<file path="src/rtl/seg_scan_ctrl.sv">
// seg_scan_ctrl: bus-mapped scan controller for the 8-digit seven-segment display.
// The CPU and a debug trace port share one pending frame buffer. The shown word
// changes only at the digit 7->0 wrap, so frame updates are tear-free.
// Optional build macro: SEG_LEADING_ZERO_BLANK_EN (auto-blank leading zero digits).
module seg_scan_ctrl #(
   parameter int DIV_W       = 16,
   parameter int DEFAULT_DIV = 50000
) (
   input  logic             clk,
   input  logic             reset,
   input  logic             we,
   input  logic [1:0]       addr,
   input  logic [31:0]      wdata,
   output logic [31:0]      rdata,
   input  logic             dbg_valid,
   input  logic [31:0]      dbg_data,
   output logic             dbg_ready,
   output logic [3:0]       nibble,
   output logic [7:0]       sel,
   output logic             frame_tick
);

   typedef enum logic [1:0] {
      A_DATA   = 2'd0,
      A_CTRL   = 2'd1,
      A_DIV    = 2'd2,
      A_STATUS = 2'd3
   } addr_t;

   addr_t              reg_sel;
   logic [31:0]        data_q;
   logic [31:0]        shown_q;
   logic [31:0]        pend_w_q;
   logic               pend_v_q;
   logic               en_q;
   logic               src_q;
   logic [7:0]         mask_q;
   logic [DIV_W-1:0]   div_q;
   logic [DIV_W-1:0]   cnt_q;
   logic [2:0]         idx_q;
   logic [7:0]         fcnt_q;

   logic [DIV_W-1:0]   div_eff;
   logic               div_wr;
   logic               tick;
   logic               wrap;
   logic               cpu_ld;
   logic               dbg_ld;
   logic [3:0]         cur_nib;
   logic [7:0]         lz;
   logic               blank;

   assign reg_sel   = addr_t'(addr);
   assign dbg_ready = src_q & ~pend_v_q;

   // Prescaler tick, frame wrap and load qualification for this cycle.
   // A DIV write restarts the slot, so it also suppresses the tick of that cycle.
   always_comb begin
      div_eff = (div_q == '0) ? DIV_W'(1) : div_q;
      div_wr  = we && (reg_sel == A_DIV);
      tick    = !div_wr && (cnt_q == div_eff - DIV_W'(1));
      wrap    = tick && (idx_q == 3'd7);
      cpu_ld  = we && (reg_sel == A_DATA) && !src_q;
      dbg_ld  = dbg_valid && dbg_ready;
   end

   // Current digit nibble and its blanking decision.
   always_comb begin
      cur_nib = shown_q[{idx_q, 2'b00} +: 4];
      lz      = '0;
`ifdef SEG_LEADING_ZERO_BLANK_EN
      // A digit is a leading zero when it and every higher digit are zero;
      // digit 0 is excluded so a zero word still shows one digit.
      for (int unsigned i = 1; i < 8; i++) begin
         lz[i] = (shown_q >> (4 * i)) == 32'd0;
      end
`endif
      blank = !en_q || mask_q[idx_q] || lz[idx_q];
   end

   // Combinational register read-back.
   always_comb begin
      rdata = '0;
      case (reg_sel)
         A_DATA:   rdata = data_q;
         A_CTRL: begin
            rdata[0]    = en_q;
            rdata[1]    = src_q;
            rdata[15:8] = mask_q;
         end
         A_DIV:    rdata[DIV_W-1:0] = div_q;
         A_STATUS: begin
            rdata[2:0]  = idx_q;
            rdata[3]    = pend_v_q;
            rdata[15:8] = fcnt_q;
         end
         default:  rdata = '0;
      endcase
   end

   // Bus registers, prescaler, digit index, frame counter and frame buffering.
   always_ff @(posedge clk) begin
      if (!reset) begin
         data_q     <= '0;
         shown_q    <= '0;
         pend_w_q   <= '0;
         pend_v_q   <= 1'b0;
         en_q       <= 1'b1;
         src_q      <= 1'b0;
         mask_q     <= '0;
         div_q      <= DIV_W'(DEFAULT_DIV);
         cnt_q      <= '0;
         idx_q      <= '0;
         fcnt_q     <= '0;
         frame_tick <= 1'b0;
      end else begin
         if (we) begin
            case (reg_sel)
               A_DATA: data_q <= wdata;
               A_CTRL: begin
                  en_q   <= wdata[0];
                  src_q  <= wdata[1];
                  mask_q <= wdata[15:8];
               end
               A_DIV:  div_q <= wdata[DIV_W-1:0];
               default: ;
            endcase
         end

         if (div_wr || tick) cnt_q <= '0;
         else                cnt_q <= cnt_q + DIV_W'(1);

         if (tick) idx_q  <= idx_q + 3'd1;
         if (wrap) fcnt_q <= fcnt_q + 8'd1;
         frame_tick <= wrap;

         // The wrap consumes the old pending word; a load in the same cycle
         // refills pending for the following frame.
         if (wrap && pend_v_q) shown_q <= pend_w_q;
         if (cpu_ld) begin
            pend_w_q <= wdata;
            pend_v_q <= 1'b1;
         end else if (dbg_ld) begin
            pend_w_q <= dbg_data;
            pend_v_q <= 1'b1;
         end else if (wrap) begin
            pend_v_q <= 1'b0;
         end
      end
   end

   // Registered digit drive, one cycle behind the index.
   always_ff @(posedge clk) begin
      if (!reset) begin
         nibble <= '0;
         sel    <= 8'h80;
      end else begin
         nibble <= cur_nib;
         sel    <= blank ? 8'h00 : (8'h80 >> idx_q);
      end
   end

endmodule

</file>
<file path="config.mk">
export PLATFORM = sky130hd
export DESIGN_NAME = seg_scan_ctrl
export DESIGN_NICKNAME = d
export VERILOG_FILES = /design/src/rtl/seg_scan_ctrl.sv
export SDC_FILE = /design/constraint.sdc
export NUM_CORES = 1
export LEC_CHECK = 0
export ABC_CLOCK_PERIOD_IN_PS = 4700
export BUFFER_PORTS_ARGS = -buffer_cell sky130_fd_sc_hd__buf_2
export CORE_MARGIN = 3
export CORE_UTILIZATION = 58
export DETAILED_ROUTE_END_ITERATION = 8
export GPL_ROUTABILITY_DRIVEN = 0
export GPL_TIMING_DRIVEN = 0
export PLACE_DENSITY = 0.8
export REMOVE_ABC_BUFFERS = 1
export SETUP_SLACK_MARGIN = 0.15
export SLEW_MARGIN = 20
export SYNTH_ARGS = -nofsm -noshare
export SYNTH_HDL_FRONTEND = slang
export SYNTH_SLANG_ARGS = --single-unit
</file>
<file path="constraint.sdc">
create_clock -name clk -period 4.7 [get_ports clk]
set_clock_uncertainty 0.15 [all_clocks]
set_input_delay 0.94 -clock clk [delete_from_list [all_inputs] [get_ports clk]]
set_output_delay 0.94 -clock clk [all_outputs]
set_load 0.05 [all_outputs]
</file>
==> results.md, run 1 <==
- Yosys reg bits: 163
- Standard-cell rows: 42
- Synth area leaders: dfxtp_1 41%, nand2_1 9.8%, a21oi_1 6.9%, mux4_2 5.6%, o31ai_1 3.7%
- Fin cells: approximately 1200
- IO Pins: between 100 and 150
- Number of synthesized flops with an enable pin: 0
- Sequential fraction of the synthesis area: between 40 and 50%
- Cells after Synth: about 1000
- Via density: around 6.2
- Startpoint types: flop
- RSZ-0062 raised after global routing: no
- Maximum vdd drop: 0.263 mV
- Max cap viols: 0
- Chip height: 124 um
- Via Count: between 7000 and 8000
- Worst Hold Class: reg -> reg
- Final Power: roughly 0.0032 W
- H-tree depth: 4
- Number of library cell types mapped by synthesis: 59
- Fin util: between 60% and 70%
- All-Layer GR Usage: 29.3%
- Initial antenna violation count: 0
- CP Class: reg -> reg
- Largest net degree at the start of global routing: 66
- DP Cell Count: around 1200
- Worst slew pin tran: between 0.9 and 1 ns
- Nets: 1108
- Final critical-path share of the clock period: about nine tenths
- Yosys warnings: 0
- Die width: between 100 and 150 um
- Post-Syn Area: just over 8000 um^2
- Ratio of cells with drive above 1 in the final layout: between 10% and 20%
- Fin crit period: around 4.3 ns
- Wirelength, routed: 22200 um
- Rel. slew slack: 33.8%
- Area Overhead vs Synth: 15.6%
- Final Slew Violations: 0
- Synthesized area per cell: 8.26 um^2
- CTS tree: yes
- TritonRoute pass-1 iters: 5
- Initial drt markers: 960
- FILL cells: about 1100
- Count leader, synth: nand2_1
- Leakage: between 3 and 4 nW
- Top cells by instance count after synthesis: 210 x nand2_1, 163 x dfxtp_1, 111 x a21oi_1, 69 x clkbuf_1, 45 x nor2_1
- DRC: 0
- Avg WL per Cell: ~18 um
- Max Root-Sink Buffers: 2
- Synth top area share: between 40% and 50%
- Clock root cell: clkbuf_16
- CTS hold repair buffers: 0
- Status: finished, final reports clean
- Asr flop ratio synth: 0%
- Total core area: around 13000 um^2
- Post-DP HPWL: 14300 um
- Grt ovf: 0
- Initial Util: between 60% and 70%
- Antenna Nets Post-Route: 0
- First-pass GRT wire length: between 30000 and 40000 um
- Crit path required time: between 4 and 5 ns
- Crit path DAT: approximately 4.5 ns
- Pwr/cell area: 341 nW/um^2
- Number of global-route vias before repair: slightly above 7000
- Clk sink count: 163
- Worst Path Max Fanout: 9
- Area leader, netlist: dfxtp_1
- Synth Flop Type: dfxtp_1
- I/O Buffers: approximately 120
- Crit path capture type: flop
- Worst-Skew Late Latency: around 0.43 ns
- Die ar.: roughly 15000 um^2
- Count of final hold-check violations: 0
- Final setup fails: 0
- Num CTS Buffers: 17
- Reg clk slew, reported paths: 0.07 ns
- Fmax: roughly 0.23 GHz
- Ant diodes: 0
-- layout make-up --
| cell class | count | area (um^2) | share of cell area, % |
|---|---|---|---|
| multi-input combinational | 712 | 4450 | 47.9 |
| sequential | 163 | 3260 | 35.1 |
| timing repair buffer | 123 | 712 | 7.65 |
| clock buffer | 19 | 433 | 4.65 |
| tap | 176 | 220 | 2.37 |
| clock inverter | 13 | 171 | 1.84 |
| inverter | 12 | 50.0 | 0.538 |
-- metrics by stage --
stage	hold slack (ns)	setup WS, ns	TNS (ns)	cell area [um^2]
CTS	0.301	0.251	0	9260
detailed placement	0.292	-0.119	-2.58	8640
finish	0.298	0.423	0	9300
floorplan	0.282	0.287	0	7700
global placement	0.287	-1.05	-71.22	8490
global route	0.314	0.225	0	9300
-- routing by layer --
metal  global-route usage, %  part of all wire (%)
met5                       0                     0
met4                    11.8                   2.6
met3                    6.49                   9.0
met2                    44.8                    45
met1                    40.4                    43
-- sequential cells by signal (all words and copies together) (netlist names), 8 cells and up --
register  cells
cnt_q        16
fcnt_q        8
mask_q        8
div_q        16
sel           8
shown_q      32
data_q       32
pend_w_q     32
-- power by group --
group | leakage [nW] | switching [W] | internal [W]
clock | 0.295 | 0.000593 | 0.000846
combinational | 1.77 | 0.000185 | 0.0000970
sequential | 1.32 | 0.0000344 | 0.00142
-- cells in the final DEF, fill, tap and decap left out, types with 24 or more instances in the layout --
cell type and n:
a21oi_1 111, nand3_1 26, a311oi_1 24, nand2_1 208, nand4_1 37, nor2_1 44
dfxtp_1 163, buf_2 115, o31ai_1 40
-- worst paths after layout --
path	cells after the start	start	endpoint	slack (ns)
worst max-delay path	11	div_q[0]	fcnt_q[0]	0.42
worst min-delay path	2	data_q[16]	data_q[16]	0.30
worst max register to register	11	div_q[0]	fcnt_q[0]	0.42
worst min register to register	2	data_q[16]	data_q[16]	0.30
-- critical path, cell delays in order, from the launching register on --
cell and delay, ns:
dfxtp_1 0.41, or4_4 0.65, nor4_4 0.36, a21oi_1 0.12
ha_1 0.35, xnor2_1 0.15, a221o_1 0.26, nor4_1 0.26
nand4b_1 0.13, or4b_1 0.69, or4_1 0.52, a21oi_1 0.14
-- what timing repair did --
item,4_1_cts,5_1_grt
setup endpoints to repair,47,59
pin swaps,1,1
setup buffers,1,1
resized for setup,3,5
gates cloned,0,0
-- kinds of logic (layout without fill, tap and decap cells) --
kind of cell	count (synthesis)	after routing	synth area share (%)
multiplexers	34	34	7.37
XOR/XNOR	30	30	3.26
adder cells (fa/ha/maj)	9	9	1.40
buffers and inverters	99	167	4.93
AND/OR/NAND/NOR	432	432	25.9
AO/OA/AOI/OAI	207	207	16.6
flip-flops	163	163	40.5
(Power assumes the default switching activity.)
==> run 2: changes to the inputs <==
--- a/config.mk
+++ b/config.mk
@@ -7,12 +7,14 @@
 export LEC_CHECK = 0
 export ABC_CLOCK_PERIOD_IN_PS = 4700
 export BUFFER_PORTS_ARGS = -buffer_cell sky130_fd_sc_hd__buf_2
+export CELL_PAD_IN_SITES_DETAIL_PLACEMENT = 0
+export CELL_PAD_IN_SITES_GLOBAL_PLACEMENT = 1
 export CORE_MARGIN = 3
-export CORE_UTILIZATION = 58
+export CORE_UTILIZATION = 43
 export DETAILED_ROUTE_END_ITERATION = 8
 export GPL_ROUTABILITY_DRIVEN = 0
 export GPL_TIMING_DRIVEN = 0
-export PLACE_DENSITY = 0.8
+export PLACE_DENSITY = 0.79
 export REMOVE_ABC_BUFFERS = 1
 export SETUP_SLACK_MARGIN = 0.15
 export SLEW_MARGIN = 20
==> results.md, run 2 (synthesis gave the netlist of run 1 again) <==
- Worst reg-to-reg path cell count: 11 (unchanged)
- DP Cell Count: 1237 (+4.5%)
- Ratio of cells with drive above 1 in the final layout: 20.0% (+0.46 points)
- Fin crit period: 4.21 ns (-0.0652 ns)
- CP Class: reg -> reg
- Levels on crit path: 11 (unchanged)
- Antenna Nets Post-Route: 0 (unchanged)
- CP peak stage delay: 0.66 ns (-0.03 ns)
- Setup_tns: 0 ns (unchanged)
- Critical Path Most Common Cell: a21oi_1
- H-tree depth: 4 (unchanged)
- CP Buf/Inv Count: 0 (unchanged)
- Final setup fails: 0 (unchanged)
- Initial drt markers: 499 (-48%)
- Fmax: 0.237 GHz (+1.5%)
- Flop2flop setup slack: 0.49 ns (+0.07 ns)
- Total core area: 18100 um^2 (+35%)
- Die ar.: 20400 um^2 (+33%)
- Final Slew Violations: 0 (unchanged)
- Wirelength, routed: 23900 um (+7.4%)
- Routed wl met3: 1520 um (-24%)
- Crit. Startpoint: div_q[0]
- RSZ-0062 raised after global routing: no
- Max cap viols: 0 (unchanged)
- Max Root-Sink Buffers: 2 (unchanged)
- Clock root cell: clkbuf_16
- Clk sink count: 163 (unchanged)
- Post-DP HPWL: 15600 um (+9.4%)
- Largest net degree at the start of global routing: 83 (+26%)
- Chip height: 143 um (+15%)
- WL met2: 10800 um (+8.0%)
- Rel. slew slack: 32.9% (-0.86 points)
- Num CTS Buffers: 17 (unchanged)
- Commonest non-fill, non-tap cells in the layout: 208 x nand2_1, 163 x dfxtp_1, 115 x buf_2
- Die width: 143 um (+15%)
- CP endpoint: fcnt_q[0]
- Critical register-to-register path endpoint: fcnt_q[0]
- Count of final hold-check violations: 0 (unchanged)
- Crit path max-delay family: simple AND/OR/NAND/NOR gates
- Maximum vdd drop: 0.262 mV (-0.38%)
- IO Pins: 116 (unchanged)
- Grt ovf: 0 (unchanged)
- Crit path required time: 4.91 ns (about the same)
- Standard-cell rows: 49 (+17%)
- Startpoint types: flop
- Worst Hold Class: reg -> reg
- DRC: 0 (unchanged)
- All-Layer GR Usage: 23.6% (-5.7 points)
- Highest Signal Layer: met5
- Leakage: 3.42 nW (+1.1%)
- Final setup margin: 0.488 ns (+0.0652 ns)
- Final critical-path share of the clock period: 89.6% (-1.4 points)
- Nets: 1109 (+0.090%)
- Crit path capture type: flop
- Area Overhead vs Synth: 17.4%
- Worst Path Max Fanout: 9 (unchanged)
- Worst slew pin tran: 1.00 ns (+0.0128 ns)
- TritonRoute pass-1 iters: 5 (unchanged)
- Pwr/cell area: 344 nW/um^2 (+0.72%)
- Number of global-route vias before repair: 7013 (-0.61%)
- Fin cells: 1272 (+4.4%)
- Met1 WL: 11100 um (+16%)
- Initial antenna violation count: 2 (+2)
- First-pass GRT wire length: 38100 um (+8.2%)
- Commonest non-fill, non-tap cell in the layout: nand2_1
- I/O Buffers: 115 (unchanged)
- Initial Util: 44.3% (-16 points)
- Status: finished, final reports clean
- Worst-Skew Late Latency: 0.43 ns (about the same)
- Crit path DAT: 4.43 ns (-0.06 ns)
- Avg WL per Cell: 18.8 um (+2.9%)
- Worst path cell trace: or4_4 -> nor4_4 -> a21oi_1 -> ha_1 -> xnor2_1 -> a221o_1 -> nor4_1 -> nand4b_1 -> or4b_4 -> or4_1 -> a21oi_1
- CTS tree: yes
- Slowest stage cell, crit path: or4_4
- Via Count: 7355 (-2.8%)
- Ant diodes: 0 (unchanged)
- Worst R2R Start: div_q[0]
- Biggest regs: data_q: 32 flops, pend_w_q: 32 flops, shown_q: 32 flops
- Via density: 5.78 (-6.9%)
- Pre-CTS WS: -0.116 ns (+0.00299 ns)
- Reg clk slew, reported paths: 0.06 ns (about the same)
==> run 2: cell count changes in the layout (fill, tap and decap cells not counted), sizes merged <==
| cell | previous run | this run |
|---|---|---|
| buf | 123 | 124 |
| clkbuf | 19 | 21 |
| clkinvlp | 1 | 0 |
| clkinv | 5 | 6 |
| bufinv | 3 | 4 |
| inv | 16 | 13 |
==> run 2: layer usage <==
layer / up-vias / track usage [%]
li1: 3601 / -
met1: 3492 / 33.3
met2: 223 / 36.9
met3: 35 / 4.66
met4: 4 / 6.80
met5: - / 0
==> run 2: layout make-up <==
| class | count | area (um^2) |
|---|---|---|
| Clock inverter | 11 | 174 |
| Sequential cell | 163 | 3260 |
| Fill cell | 1757 | 8700 |
| Clock buffer | 21 | 460 |
| Tap cell | 229 | 287 |
| Timing Repair Buffer | 124 | 732 |
| Multi-Input combinational cell | 712 | 4480 |
| Inverter | 12 | 50.0 |
==> run 2: report_power, final <==
part,internal [W],switching (W)
logic,0.0000975,0.000191
clock network,0.000922,0.000585
registers,0.00142,0.0000334
total,0.00244,0.000809
==> run 2: how the worst min path moves through the flow <==
stage / startpoint / endpoint / cells after the start
2_1_floorplan: data_q[16] / data_q[16] / 2
6_report: data_q[29] / data_q[29] / 2
4_1_cts: data_q[18] / data_q[18] / 2
5_1_grt: data_q[28] / data_q[28] / 2
3_3_place_gp: data_q[29] / data_q[29] / 2
3_5_place_dp: data_q[18] / data_q[18] / 2
==> run 2: per-stage QoR <==
| stage | area (um^2) | utilization (%) | total power [W] | hold WS (ns) |
|---|---|---|---|---|
| 2_1_floorplan | 7700 | - | 0.00164 | 0.282 |
| 3_3_place_gp | 8560 | 47.2 | 0.00175 | 0.287 |
| 3_5_place_dp | 8710 | 48.0 | 0.00176 | 0.292 |
| 4_1_cts | 9380 | 51.7 | 0.00326 | 0.301 |
| 5_1_grt | 9450 | 52.1 | 0.00336 | 0.321 |
| 6_report | 9450 | 52.1 | 0.00325 | 0.301 |
==> run 2: repair_timing <==
item / in CTS / in global routing
gates resized for setup: 4 / 8
cloned: 0 / 0
hold buffers: 0 / 0
buffers inserted: 1 / 2
pin swaps: 1 / 2
setup endpoints to repair: 58 / 36
==> run 2: worst register-to-register path, cell delays in order, from the launching register on <==
cell and delay (ns):
dfxtp_1 0.41, or4_4 0.66, nor4_4 0.25, a21oi_1 0.13, ha_1 0.35, xnor2_1 0.16, a221o_1 0.29, nor4_1 0.33
nand4b_1 0.16, or4b_4 0.61, or4_1 0.50, a21oi_1 0.14
==> run 3: changes to the inputs <==
--- a/config.mk
+++ b/config.mk
@@ -5,7 +5,7 @@
 export SDC_FILE = /design/constraint.sdc
 export NUM_CORES = 1
 export LEC_CHECK = 0
-export ABC_CLOCK_PERIOD_IN_PS = 4700
+export ABC_CLOCK_PERIOD_IN_PS = 4770
 export BUFFER_PORTS_ARGS = -buffer_cell sky130_fd_sc_hd__buf_2
 export CELL_PAD_IN_SITES_DETAIL_PLACEMENT = 0
 export CELL_PAD_IN_SITES_GLOBAL_PLACEMENT = 1
==> constraint.sdc (replaced) <==
create_clock -name clk -period 4.77 [get_ports clk]
set_clock_uncertainty 0.15 [all_clocks]
set_input_delay 0.954 -clock clk [delete_from_list [all_inputs] [get_ports clk]]
set_output_delay 0.954 -clock clk [all_outputs]
set_load 0.05 [all_outputs]
==> results.md, run 3 (synthesis gave the netlist of run 1 again) <==
- Levels on crit path: 12 (+1)
- Ratio of cells with drive above 1 in the final layout: 19.7% (-0.35 points)
- Die width: 143 um (unchanged)
- CP peak stage delay: 0.61 ns (-0.05 ns)
- Antenna Nets Post-Route: 0 (unchanged)
- Logic gate share of total power: 8.9% (about the same)
- IO Pins: 116 (unchanged)
- Busiest grt layer: met2
- Final Slew Violations: 0 (unchanged)
- Worst slew pin tran: 1.00 ns (-0.00188 ns)
- All-Layer GR Usage: 23.6% (about the same)
- Die ar.: 20400 um^2 (unchanged)
- Max cap viols: 0 (unchanged)
- TritonRoute pass-1 iters: 5 (unchanged)
- Post-DP HPWL: 15600 um (unchanged)
- Via density: 5.80 (+0.24%)
- Avg WL per Cell: 18.8 um (+0.13%)
- Worst-Skew Late Latency: 0.43 ns (about the same)
- Commonest non-fill, non-tap cell in the layout: nand2_1
- Initial drt markers: 510 (+2.2%)
- Startpoint types: flop
- Grt ovf: 0 (unchanged)
- Fin cells: 1270 (-0.16%)
- Initial Util: 44.3% (unchanged)
- CP Buf/Inv Count: 1 (+1)
- Biggest regs: data_q: 32 flops, pend_w_q: 32 flops, shown_q: 32 flops
- Flop2flop setup slack: 0.35 ns (-0.14 ns)
- Crit path required time: 4.99 ns (+0.08 ns)
- Initial antenna violation count: 2 (unchanged)
- M1 GR Usage: 33.1% (-0.23 points)
- Largest net degree at the start of global routing: 83 (unchanged)
- Fin crit period: 4.42 ns (+0.208 ns)
- Fin util: 51.9% (-0.14 points)
- Critical register-to-register path endpoint: idx_q[1]
- CTS hold repair buffers: 0 (unchanged)
- Number of global-route vias before repair: 6993 (-0.29%)
- Status: finished, final reports clean
- First-pass GRT wire length: 38100 um (-0.11%)
- Met3 GRT Util: 4.96% (+0.30 points)
- Nets: 1107 (-0.18%)
- Clock root cell: clkbuf_16
- Pwr/cell area: 339 nW/um^2 (-1.4%)
- Worst Hold Class: reg -> reg
- P_sw: 0.000792 W (-2.1%)
- Leakage: 3.41 nW (-0.37%)
- CTS tree: yes
- Total core area: 18100 um^2 (unchanged)
- Clk sink count: 163 (unchanged)
- Ant diodes: 0 (unchanged)
- Fmax: 0.226 GHz (-4.7%)
- Flop pwr share: 44.8% (about the same)
- Worst reg-to-reg path cell count: 12 (+1)
- Max Root-Sink Buffers: 2 (unchanged)
- P_int: 0.00240 W (-1.5%)
- Crit path capture type: flop
- Worst R2R Start: div_q[4]
- Switching Fraction: 24.8% (-0.11 points)
- Final setup fails: 0 (unchanged)
- Hold path start: data_q[29]
- Count of final hold-check violations: 0 (unchanged)
- Area Overhead vs Synth: 17.1%
- H-tree depth: 4 (unchanged)
- I/O Buffers: 115 (unchanged)
- RSZ-0062 raised after global routing: no
- CP Class: reg -> reg
- Hold path cells: 2 (unchanged)
- Final critical-path share of the clock period: 92.7% (+3.0 points)
- Critical Path Most Common Cell: a21oi_1
- Maximum vdd drop: 0.258 mV (-1.7%)
- Clock share of power: 46.4% (about the same)
- Reg clk slew, reported paths: 0.07 ns (about the same)
- Via Count: 7361 (+0.082%)
- DRC: 0 (unchanged)
- Standard-cell rows: 49 (unchanged)
- Hold EP: data_q[29]
- Chip height: 143 um (unchanged)
- DP Cell Count: 1237 (unchanged)
- Worst path cell trace: or3_1 -> nor4_4 -> a21oi_1 -> ha_1 -> or3b_2 -> nor3_2 -> mux2i_1 -> nor3_1 -> nand3_4 -> buf_16 -> or4b_1 -> a21oi_1
- Rel. slew slack: 33.1% (+0.13 points)
- GR Util met2: 36.9% (unchanged)
- Num CTS Buffers: 17 (unchanged)
- Slowest stage cell, crit path: dfxtp_1
- Worst Path Max Fanout: 23 (+14)
- Crit path max-delay family: simple AND/OR/NAND/NOR gates
- Commonest non-fill, non-tap cells in the layout: 208 x nand2_1, 163 x dfxtp_1, 115 x buf_2
- Wirelength, routed: 23900 um (about the same)
- Crit path DAT: 4.64 ns (+0.21 ns)
-- run 3: changes by cell type in the layout (fill, tap and decap cells not counted) --
cell	delta
nor4_2	-1
buf_4	-2
nor4_1	+1
or3_4	-1
or3_1	+1
-- run 3: worst max-delay path by stage --
stage,from,end
floorplan,div_q[0],cnt_q[10]
global placement,addr[1],pend_w_q[3]
detailed placement,div_q[0],cnt_q[3]
CTS,div_q[4],idx_q[1]
global route,div_q[4],idx_q[2]
finish,div_q[4],idx_q[1]
-- run 3: final cells by class --
type                            instances  area, um^2
Clock buffer                           21         460
Clock inverter                         11         174
Fill cell                            1761        8730
Inverter                               12        50.0
Multi-Input combinational cell        712        4470
Sequential cell                       163        3260
Tap cell                              229         287
Timing Repair Buffer                  122         717
-- run 3: worst reg2reg max path: stages (launching register included) --
cell	delay, ns
dfxtp_1	0.61
or3_1	0.41
nor4_4	0.13
a21oi_1	0.19
ha_1	0.24
or3b_2	0.54
nor3_2	0.25
mux2i_1	0.14
nor3_1	0.34
nand3_4	0.39
buf_16	0.31
or4b_1	0.51
a21oi_1	0.15
-- run 3: per-layer routing --
layer / wire [um] / share of wire [%] / vias up
li1: - / - / 3594
met1: 11000 / 46 / 3520
met2: 10900 / 46 / 208
met3: 1580 / 6.6 / 35
met4: 384 / 1.6 / 4
met5: 16 / 0.067 / -
-- run 3: power groups by stage --
stage / Sequential, W / Clock (W) / Combinational, W
3_5_place_dp: 0.00146 / 0 / 0.000277
6_report: 0.00143 / 0.00148 / 0.000284
5_1_grt: 0.00143 / 0.00157 / 0.000310
4_1_cts: 0.00143 / 0.00150 / 0.000281
3_3_place_gp: 0.00146 / 0 / 0.000269
2_1_floorplan: 0.00145 / 0 / 0.000166
-- run 3: metrics by stage --
step	worst slack [ns]	cell area (um^2)	TNS [ns]	hold WS (ns)	total power, W
4_1_cts	0.263	9360	0	0.301	0.00321
3_3_place_gp	-1.18	8560	-91.09	0.287	0.00173
5_1_grt	0.141	9420	0	0.321	0.00331
6_report	0.350	9420	0	0.301	0.00319
2_1_floorplan	0.357	7700	0	0.282	0.00162
3_5_place_dp	-0.0455	8710	-0.515	0.292	0.00174
-- run 3: timing repair --
action	CTS	global route
setup endpoints to repair	51	35
pin swaps	0	2
buffers inserted	0	1
gates resized for setup	4	6
endpoints found under the hold margin	0	0
